**src/rtl/chan_mux_seq.sv**
```systemverilog
// rtl/chan_mux_seq.sv - registered N-channel display selector with blanking and auto-scan
// Any channel change blanks the output for BLANK cycles before the new source is shown.
module chan_mux_seq #(
  parameter int WIDTH    = 3,
  parameter int CHANNELS = 4,
  parameter int SEL_W    = 2,
  parameter int BLANK    = 2,
  parameter int DWELL    = 8
) (
  input  logic                      clk,
  input  logic                      rst,
  input  logic [CHANNELS*WIDTH-1:0] ch_data,
  input  logic [SEL_W-1:0]          sel,
  input  logic                      auto,
  output logic [WIDTH-1:0]          result,
  output logic [SEL_W-1:0]          active,
  output logic                      valid
);

  localparam int BCW = (BLANK > 1) ? $clog2(BLANK) : 1;
  localparam int DCW = (DWELL > 1) ? $clog2(DWELL) : 1;
  localparam logic [BCW-1:0]   BLANK_LAST = BCW'(BLANK - 1);
  localparam logic [DCW-1:0]   DWELL_LAST = DCW'(DWELL - 1);
  localparam logic [SEL_W-1:0] CH_LAST    = SEL_W'(CHANNELS - 1);
  localparam logic [SEL_W:0]   CH_LIM     = (SEL_W + 1)'(CHANNELS);

  typedef enum logic {S_BLANK, S_HOLD} state_t;

  state_t           state_q, state_d;
  logic [BCW-1:0]   blank_cnt_q, blank_cnt_d;
  logic [DCW-1:0]   dwell_cnt_q, dwell_cnt_d;
  logic [SEL_W-1:0] active_q, active_d;
  logic [WIDTH-1:0] result_q, result_d;
  logic             valid_q, valid_d;

  logic [WIDTH-1:0] cur_data;
  logic [SEL_W-1:0] next_ch;
  logic             sel_ok;
  logic             do_switch;
  logic [SEL_W-1:0] target;

  always_comb begin
    cur_data = '0;
    for (int i = 0; i < CHANNELS; i++) begin
      if (active_q == SEL_W'(i)) cur_data = ch_data[i*WIDTH +: WIDTH];
    end
  end

  // Explicit wrap so non-power-of-two channel counts scan correctly
  assign next_ch = (active_q == CH_LAST) ? '0 : active_q + SEL_W'(1);
  assign sel_ok  = ({1'b0, sel} < CH_LIM) && (sel != active_q);

  always_comb begin
    state_d     = state_q;
    blank_cnt_d = blank_cnt_q;
    dwell_cnt_d = dwell_cnt_q;
    active_d    = active_q;
    result_d    = '0;
    valid_d     = 1'b0;
    do_switch   = 1'b0;
    target      = active_q;
    unique case (state_q)
      S_BLANK: begin
        if (blank_cnt_q == BLANK_LAST) begin
          state_d     = S_HOLD;
          blank_cnt_d = '0;
          dwell_cnt_d = '0;
          result_d    = cur_data;
          valid_d     = 1'b1;
        end else begin
          blank_cnt_d = blank_cnt_q + BCW'(1);
        end
      end
      S_HOLD: begin
        result_d = cur_data;
        valid_d  = 1'b1;
        if (auto) begin
          if (dwell_cnt_q == DWELL_LAST) begin
            do_switch = 1'b1;
            target    = next_ch;
          end else begin
            dwell_cnt_d = dwell_cnt_q + DCW'(1);
          end
        end else begin
          // Held at zero in manual mode so entering auto starts a fresh dwell
          dwell_cnt_d = '0;
          if (sel_ok) begin
            do_switch = 1'b1;
            target    = sel;
          end
        end
        if (do_switch) begin
          active_d    = target;
          state_d     = S_BLANK;
          blank_cnt_d = '0;
          dwell_cnt_d = '0;
          result_d    = '0;
          valid_d     = 1'b0;
        end
      end
      default: state_d = S_BLANK;
    endcase
  end

  always_ff @(posedge clk) begin
    if (rst) begin
      state_q     <= S_BLANK;
      blank_cnt_q <= '0;
      dwell_cnt_q <= '0;
      active_q    <= '0;
      result_q    <= '0;
      valid_q     <= 1'b0;
    end else begin
      state_q     <= state_d;
      blank_cnt_q <= blank_cnt_d;
      dwell_cnt_q <= dwell_cnt_d;
      active_q    <= active_d;
      result_q    <= result_d;
      valid_q     <= valid_d;
    end
  end

  assign result = result_q;
  assign active = active_q;
  assign valid  = valid_q;

endmodule

```
**config.mk**
```make
export PLATFORM = sky130hd
export DESIGN_NAME = chan_mux_seq
export DESIGN_NICKNAME = d
export VERILOG_FILES = /design/src/rtl/chan_mux_seq.sv
export SDC_FILE = /design/constraint.sdc
export NUM_CORES = 1
export LEC_CHECK = 0
export BUFFER_PORTS_ARGS = -buffer_cell sky130_fd_sc_hd__buf_2
export CORE_MARGIN = 1.5
export CORE_UTILIZATION = 30
export DETAILED_ROUTE_END_ITERATION = 16
export GPL_TIMING_DRIVEN = 0
export HOLD_SLACK_MARGIN = 0.02
export PLACE_DENSITY = 0.54
export SYNTH_ARGS = -nofsm -noshare
export SYNTH_HDL_FRONTEND = slang
export SYNTH_SLANG_ARGS = --single-unit
```
**constraint.sdc**
```tcl
create_clock -name clk -period 4.3 [get_ports clk]
set_input_delay 0.215 -clock clk [delete_from_list [all_inputs] [get_ports clk]]
set_output_delay 0.215 -clock clk [all_outputs]
set_load 0.02 [all_outputs]
```
**Word level (Yosys, flattened, before mapping)**

Cells that the tools add are included.

- Flip-flop bits (word level): 10
- Input bits: 17
- Logic and storage cells: 48

- Mux-type cells: 26
- $add $sub $neg: 3
- Equal/unequal tests: 9
- Reduce and logical (&&, ||, !) cells: 4
- Bitwise gates (word level): 1

Operators with widths:

| cell | count |
|---|---|
| 3-bit two-way mux | 10 |
| 3-bit case mux with 2 select lines | 2 |
| 1-bit two-way mux | 8 |
| 2-bit two-way mux | 4 |
| 2-bit == test (second input constant) | 2 |
| 2-bit by 1-bit inequality test with 1-bit output (second input constant) | 2 |
| 4-bit by 3-bit inequality test with 1-bit output (second input constant) | 1 |
| 1-bit case mux with 2 select lines | 2 |
| 4-bit AND reduction | 1 |
| 3-bit by 1-bit adder with 3-bit output (second input constant) | 1 |
| 3-bit == test (second input constant) | 1 |
| 2-bit by 1-bit adder with 2-bit output (second input constant) | 1 |
| 2-bit by 1-bit == test with 1-bit output (second input constant) | 1 |
| 2-bit logical NOT | 1 |
| 2-bit inequality test | 1 |
| 2-bit inequality test (second input constant) | 1 |
| 2-bit AND reduction | 1 |
| 2-bit nonzero test | 1 |
| 1-bit adder (second input constant) | 1 |
| 1-bit NOT | 1 |

**Logic depth before layout (Yosys ltp)**

Gate-level depths: netlist of the first run.

- Word-level depth: 7
- Depth in mapped cells: 6
- Mapped depth without buffers: 6

**Least setup slack after synthesis of the first run**

No wires, ideal clock.

- Path type: reg-to-reg
- Start: register active_q[0] (netlist: active[0])
- End: register result_q[0] (netlist: result[0])
- Setup time: 0.118 ns
- Stages on the path, launching flop included: 7
- Required time: 4.182 ns
- Data arrival time: 1.402 ns
- Setup slack: 2.780 ns
- Clock period less this slack: 1.520 ns
- Cells stage by stage: dfxtp_1 > inv_1 > ha_1 > nor2b_1 > a221oi_1 > a211o_1 > a21boi_2

- Word-level cells in the longest chain between the ends: 7
- Elaborated cells on any way between the ends: 15
- Classes of those cells: eq/ne (4); mux (10); reduce/logical (1)

Ends and longest elaborated chain:

| item | RTL line | text |
|---|---|---|
| from (decl) | 32 | `logic [SEL_W-1:0] active_q, active_d;` |
| from (signal assigned) | 117 | `active_q <= active_d;` |
| 2-bit logical NOT | 45 | `if (active_q == SEL_W'(i)) cur_data = ch_data[i*WIDTH +: WIDTH];` |
| 3-bit two-way mux (4 in series) | 45 |  |
| 3-bit two-way mux, on equally long branches | 92, 64 |  |
| 3-bit case mux with 2 select lines (*) | 62 | `unique case (state_q)` |
| to (signal assigned) | 118 | `result_q <= result_d;` |
| to (decl) | 33 | `logic [WIDTH-1:0] result_q, result_d;` |

Every way passes the cells marked *; elsewhere a longest branch is shown, timed or not. The select of a mux whose other input is x is not followed.
A chain may end at the register's enable or synchronous reset.

**Worst setup path after layout of the first run**

- Start: register dwell_cnt_q[0]
- End: register result_q[2] (netlist: result[2])

- Word-level cells in the longest chain between the ends: 6

Ends and longest elaborated chain:

| item | RTL line | text |
|---|---|---|
| from (decl) | 31 | `logic [DCW-1:0] dwell_cnt_q, dwell_cnt_d;` |
| from (signal assigned) | 116 | `dwell_cnt_q <= dwell_cnt_d;` |
| 3-bit == test | 78 | `if (dwell_cnt_q == DWELL_LAST) begin` |
| 1-bit two-way mux | 78 |  |
| 1-bit two-way mux | 77 | `if (auto) begin` |
| 1-bit two-way mux | 62 |  |
| 3-bit two-way mux | 92 | `if (do_switch) begin` |
| 3-bit case mux with 2 select lines | 62 |  |

No other way between the ends. The select of a mux whose other input is x is not followed.

==> results.json, run 1 <==
{
  "whs_endpoint": "result[0]",
  "port_buffers": 22,
  "grt_first_pass_wirelength_mm": 1.93,
  "clockBufferDepth": 2,
  "fmax_ghz": 0.640,
  "num_antenna_cells": 0,
  "placed_cells": 114,
  "yosysSeqAreaShare": 0.333,
  "cts.repair.resized": 0,
  "die_w_um": 47.7,
  "hold_viol": 0,
  "cts_tree": "built",
  "synth_fa_ha_area_frac": 0.125,
  "instances_no_fill": 118,
  "r2r_end": "result[2]",
  "rsz0062_at_grt": "no",
  "ioPinCount": 23,
  "synth_simple_gate_area_frac": 0.185,
  "start_util": 0.313,
  "crit_type": "reg2reg",
  "synth_top_family_by_area": "compound AO/OA/AOI/OAI gates",
  "rows": 16,
  "nNetsFinal": 115,
  "ys_warn_count": 0,
  "finalSetupTns_ns": 0,
  "reg2reg_from": "dwell_cnt_q[0]",
  "status": "complete, no violations",
  "firstDrtPassIters": 4,
  "postCtsSetupBuffers": 0,
  "syn_inst": 65,
  "area_delta_synth_final_pct": 30.0,
  "ant_nets": 0,
  "startpoint_type": "register",
  "synth_enable_flop_cells": 0,
  "slew_headroom": 0.744,
  "endpoint_kind": "register",
  "ys.flop_type": "dfxtp_1",
  "cts_num_sinks": 10,
  "drive_gt1_frac": 0.341,
  "insertion_delay_ns": 0.26,
  "worstMarginPinSlew_ns": 0.383,
  "final_max_slew_viol_count": 0,
  "cts_root_buf": "clkbuf_4",
  "synth_xor_area_frac": 0.0292,
  "place.gp.congestion": 0.662,
  "hp-start": "ch_data[9]",
  "finalSetupViolations": 0,
  "grt_antenna_before_repair": 0,
  "cts_made_buffers": 3,
  "track_usage": 0.119,
  "min-delay-path-class": "in2reg",
  "reg2reg_slack_ns": 2.74,
  "vias_per_cell": 4.58,
  "drtIter0Drc": 5,
  "avgRoutedWirePerCell_um": 10.2,
  "grt_max_degree": 10,
  "fin_hold_ws_ns": 0.212,
  "power.density_nw_per_um2": 321,
  "dp_hpwl_um": 986,
  "die-area_um2": 2280,
  "synth_compound_area_frac": 0.231,
  "async_flop_share": 0,
  "multiInputGateArea_um2": 374,
  "ctsHoldBuffers": 0,
  "clkSlewWorstSetupHoldPaths_ns": 0.06,
  "overflow": 0,
  "regArea_um2": 200,
  "finalWorstPathRequiredPeriod_ns": 1.56,
  "final_cell_mix": "22 x buf_2, 10 x dfxtp_1, 6 x inv_1, 6 x nor2_1, 6 x ha_1",
  "drc": 0,
  "reg2reg_depth": 6,
  "syn_avg_cell_area_um2": 9.24,
  "grt_pass1_vias": 475,
  "num_vias": 541,
  "syn-cell-area_um2": 601,
  "leakage_nw": 0.381,
  "synth_mux_area_frac": 0.0521,
  "drt-total-wl_mm": 1.20,
  "required_ns": 4.50,
  "cts_max_level": 1,
  "period_share": 0.364,
  "synth.distinct_cells": 25,
  "peakVddDrop_uv": 147,
  "ys_seq_elements": 10,
  "whs_path_depth": 3,
  "synth_fp_nets": 88,
  "fin_skew_ns": 0.00142,
  "cap_violations": 0,
  "die_y_um": 47.7,
  "fill_cells": 215,
  "arrival_ns": 1.76,
  "final_common_cell": "buf_2",
  "path_max_fanout": 4,
  "core_um2": 1920,
  "p_total_uw": 251
}
registers in the layout, summed over array words and instances, names as in the netlist:
name	count
dwell_cnt_q	3
result	3
active	2
blank_cnt_q	1
valid	1
cells by family (layout without fill, tap and decap cells):
| group | Yosys count | in the layout |
|---|---|---|
| AOI/OAI and AO/OA | 17 | 17 |
| xor gates and xnor gates | 2 | 2 |
| adders and majority gates | 6 | 6 |
| buffers and inverters | 7 | 33 |
| DFF | 10 | 10 |
| muxes | 3 | 3 |
| and+or+nand+nor | 20 | 20 |
critical path, cell delays in order (launching register included):
cell and delay (ns):
dfxtp_1 0.33, ha_1 0.20, ha_1 0.19, or2b_1 0.26, o311a_4 0.15, nor3_4 0.20, a21boi_2 0.17
cells in the mapped netlist, types with 2 or more instances:
library cell / instances / area, um2
a211o_1: 2 / 17.5
nor2_1: 6 / 22.5
nand2_1: 5 / 18.8
a21oi_1: 4 / 20.0
nor3b_1: 2 / 15.0
inv_1: 6 / 22.5
ha_1: 6 / 75.1
a221oi_1: 2 / 17.5
a21boi_2: 2 / 22.5
xor2_1: 2 / 17.5
a31oi_1: 2 / 12.5
dfxtp_1: 10 / 200
nor2b_1: 3 / 18.8
mux2i_1: 2 / 20.0
per-layer routing:
layer	part of all wire	wire, um	up-vias	global-route usage
li1	-	-	282	-
met2	0.46	554	17	0.187
met1	0.50	600	242	0.153
met5	0	0	-	0
met3	0.038	45	0	0.0340
met4	0	0	0	0.0486
through the flow:
stage	setup slack [ns]	cell area [um2]	utilization
5_1_grt	2.59	781	0.406
6_report	2.74	781	0.406
3_3_place_gp	2.74	744	0.387
3_5_place_dp	2.74	744	0.387
2_1_floorplan	2.78	601	-
4_1_cts	2.72	781	0.406
worst max path at each step:
stage	from	to	slack [ns]	cells after the start
2_1_floorplan	active[0]	result[0]	2.78	6
3_3_place_gp	dwell_cnt_q[0]	result[0]	2.74	6
3_5_place_dp	dwell_cnt_q[0]	result[2]	2.74	6
4_1_cts	dwell_cnt_q[0]	result[2]	2.72	6
5_1_grt	active[0]	result[0]	2.59	6
6_report	dwell_cnt_q[0]	result[2]	2.74	6
power breakdown:
group	leakage (nW)	internal [mW]	switching, mW
combinational	0.278	0.0284	0.0344
sequential	0.0817	0.0997	0.00513
clock	0.0210	0.0514	0.0316
total	0.381	0.179	0.0712
area by class of cell:
cell class | instances | share of cell area
Multi-Input combinational cell | 48 | 0.479
Sequential cell | 10 | 0.256
Timing Repair Buffer | 22 | 0.141
Clock buffer | 4 | 0.0465
Tap cell | 27 | 0.0433
Inverter | 6 | 0.0288
Buffer | 1 | 0.00481
(Power assumes the default switching activity.)
==> run 2: changes to the inputs <==
--- a/config.mk
+++ b/config.mk
@@ -5,13 +5,14 @@
 export SDC_FILE = /design/constraint.sdc
 export NUM_CORES = 1
 export LEC_CHECK = 0
+export ABC_AREA = 1
 export BUFFER_PORTS_ARGS = -buffer_cell sky130_fd_sc_hd__buf_2
 export CORE_MARGIN = 1.5
 export CORE_UTILIZATION = 30
 export DETAILED_ROUTE_END_ITERATION = 16
 export GPL_TIMING_DRIVEN = 0
 export HOLD_SLACK_MARGIN = 0.02
-export PLACE_DENSITY = 0.54
+export PLACE_DENSITY = 0.56
 export SYNTH_ARGS = -nofsm -noshare
 export SYNTH_HDL_FRONTEND = slang
 export SYNTH_SLANG_ARGS = --single-unit
==> constraint.sdc (replaced) <==
create_clock -name clk -period 1.3 [get_ports clk]
set_input_delay 0.065 -clock clk [delete_from_list [all_inputs] [get_ports clk]]
set_output_delay 0.065 -clock clk [all_outputs]
set_load 0.02 [all_outputs]
==> results.json, run 2 <==
{
  "status": "complete, no violations",
  "clkSlewWorstSetupHoldPaths_ns": 0.06,
  "grt_antenna_before_repair": 0,
  "drive_gt1_frac": 0.371,
  "cts_tree": "built",
  "final_max_slew_viol_count": 0,
  "cts_num_sinks": 10,
  "synth_fp_nets": 113,
  "yosysTopAreaCell": "dfxtp_1",
  "async_flop_share": 0,
  "ant_nets": 0,
  "cts_max_level": 1,
  "final_common_cell": "nand2_1",
  "leakage_nw": 0.429,
  "area_delta_synth_final_pct": 36.9,
  "cap_violations": 0,
  "overflow": 0,
  "worstMarginPinSlew_ns": 0.276,
  "final_area_um2": 855,
  "die-area_um2": 2360,
  "cts_made_buffers": 3,
  "grt_pass1_vias": 534,
  "slew_headroom": 0.815,
  "endpoint_kind": "register",
  "period_share": 0.922,
  "startpoint_type": "register",
  "vias_per_cell": 4.38,
  "hold_viol": 0,
  "clockBufferDepth": 2,
  "fill_cells": 230,
  "fin_skew_ns": 0.00639,
  "cts_root_buf": "clkbuf_4",
  "drtIter0Drc": 5,
  "rows": 16,
  "drt-total-wl_mm": 1.31,
  "hp-start": "ch_data[11]",
  "syn_inst": 90,
  "synth_enable_flop_cells": 0,
  "placed_cell_area_um2": 766,
  "min-delay-path-class": "in2reg",
  "dp_hpwl_mm": 1.03,
  "num_vias": 627,
  "arrival_ns": 1.36,
  "crit_type": "reg2reg",
  "ys.flop_type": "dfxtp_1",
  "ys_seq_elements": 10,
  "synthTopCellsByArea": "dfxtp_1 32%, nand2_1 15%, ha_1 12%",
  "die_y_um": 48.6,
  "reg2reg_from": "active[0]",
  "syn_avg_cell_area_um2": 6.94,
  "synth.most_common_cell": "nand2_1",
  "yosysSeqAreaShare": 0.321,
  "track_usage": 0.112,
  "final_cell_mix": "24 x nand2_1, 21 x buf_2, 9 x nor2_1, 9 x inv_1, 8 x dfxtp_1",
  "die_w_um": 48.6,
  "grt_max_degree": 9,
  "drc": 0,
  "nNetsFinal": 141,
  "avgRoutedWirePerCell_um": 9.13,
  "insertion_delay_ns": 0.26,
  "synth.distinct_cells": 16,
  "yosys-top-cells-count": "25 x nand2_1, 11 x inv_1, 10 x dfxtp_1, 9 x nor2_1, 7 x a21oi_1",
  "place.gp.congestion": 0.741,
  "crit_start": "active[0]",
  "core_um2": 1960,
  "grt_first_pass_wirelength_mm": 2.05,
  "syn-cell-area_um2": 624,
  "finalWorstPathRequiredPeriod_ns": 1.20,
  "ys_warn_count": 0,
  "finalSetupViolations": 0,
  "utilization": 0.436,
  "port_buffers": 21,
  "fmax_ghz": 0.834,
  "synth_top_cell_area_share": 0.321,
  "peakVddDrop_uv": 561,
  "power.density_nw_per_um2": 975,
  "finalSetupTns_ns": 0,
  "ioPinCount": 23,
  "start_util": 0.318,
  "num_antenna_cells": 0,
  "firstDrtPassIters": 2,
  "required_ns": 1.46,
  "path_max_fanout": 5
}
==> run 2: cell types whose count changed in the layout (fill, tap and decap cells not counted), moves of 3 or more <==
cell,previous run,this run
inv_2,0,4
nand4_1,0,4
ha_1,6,2
nand2_1,5,24
nor2b_1,3,0
nor2_1,6,9
buf_4,0,3
inv_1,6,9
==> run 2: cells by family (layout without fill, tap and decap cells) <==
group / after synthesis / count (layout) / synth area share
AO/OA/AOI/OAI: 13 / 13 / 0.112
flip-flops: 10 / 10 / 0.321
buffers and inverters: 16 / 42 / 0.110
AND/OR/NAND/NOR: 45 / 45 / 0.337
adder cells (fa/ha/maj): 6 / 6 / 0.120
==> run 2: area by class of cell <==
class,instances,area (um2),area share
Sequential cell,10,208,0.243
Inverter,14,53.8,0.0630
Clock buffer,3,22.5,0.0264
Multi-Input combinational cell,64,399,0.467
Tap cell,27,33.8,0.0395
Timing Repair Buffer,23,123,0.143
Buffer,2,15.0,0.0176
==> run 2: repair_timing <==
item                                    CTS  global route
endpoints found under the setup margin    3             7
buffers inserted                          0             1
pin swaps                                 0             2
hold buffers                              1             0
gates resized for setup                   2            13
endpoints found under the hold margin     3             0
cloned                                    0             0
==> run 2: worst paths after layout <==
path,endpoint,depth (start not counted),slack [ns]
setup / recovery,active[1],6,0.10
hold / removal,result[2],3,0.04
setup reg to reg,active[1],6,0.10
hold reg to reg,blank_cnt_q,2,0.46
==> run 2: through the flow <==
step	hold WS (ns)	total power, mW	worst slack, ns	std cells
4_1_cts	0.0678	0.824	0.00957	142
6_report	0.0444	0.834	0.101	143
3_5_place_dp	0.279	0.608	-0.0185	138
2_1_floorplan	0.134	0.534	0.0860	90
5_1_grt	0.0498	0.904	-0.00123	143
3_3_place_gp	0.279	0.606	0.0212	138
==> run 2: layer usage <==
layer  global-route usage  share of wire
met4               0.0286              0
met2                0.178           0.50
met5                    0              0
met1                0.135           0.45
met3               0.0556          0.052
==> run 2: worst max-delay path: stages (launching register included) <==
cell     delay, ns
dfxtp_4       0.37
inv_2         0.10
ha_2          0.27
a21oi_1       0.15
nand4_1       0.11
nand2_1       0.07
nor2_1        0.04
==> run 2: report_power, final <==
group / internal [mW] / total (mW) / switching, mW / leakage (nW)
clock network: 0.107 / 0.205 / 0.0983 / 0.0138
registers: 0.335 / 0.353 / 0.0180 / 0.0832
logic: 0.114 / 0.276 / 0.162 / 0.332
total: 0.555 / 0.834 / 0.278 / 0.429
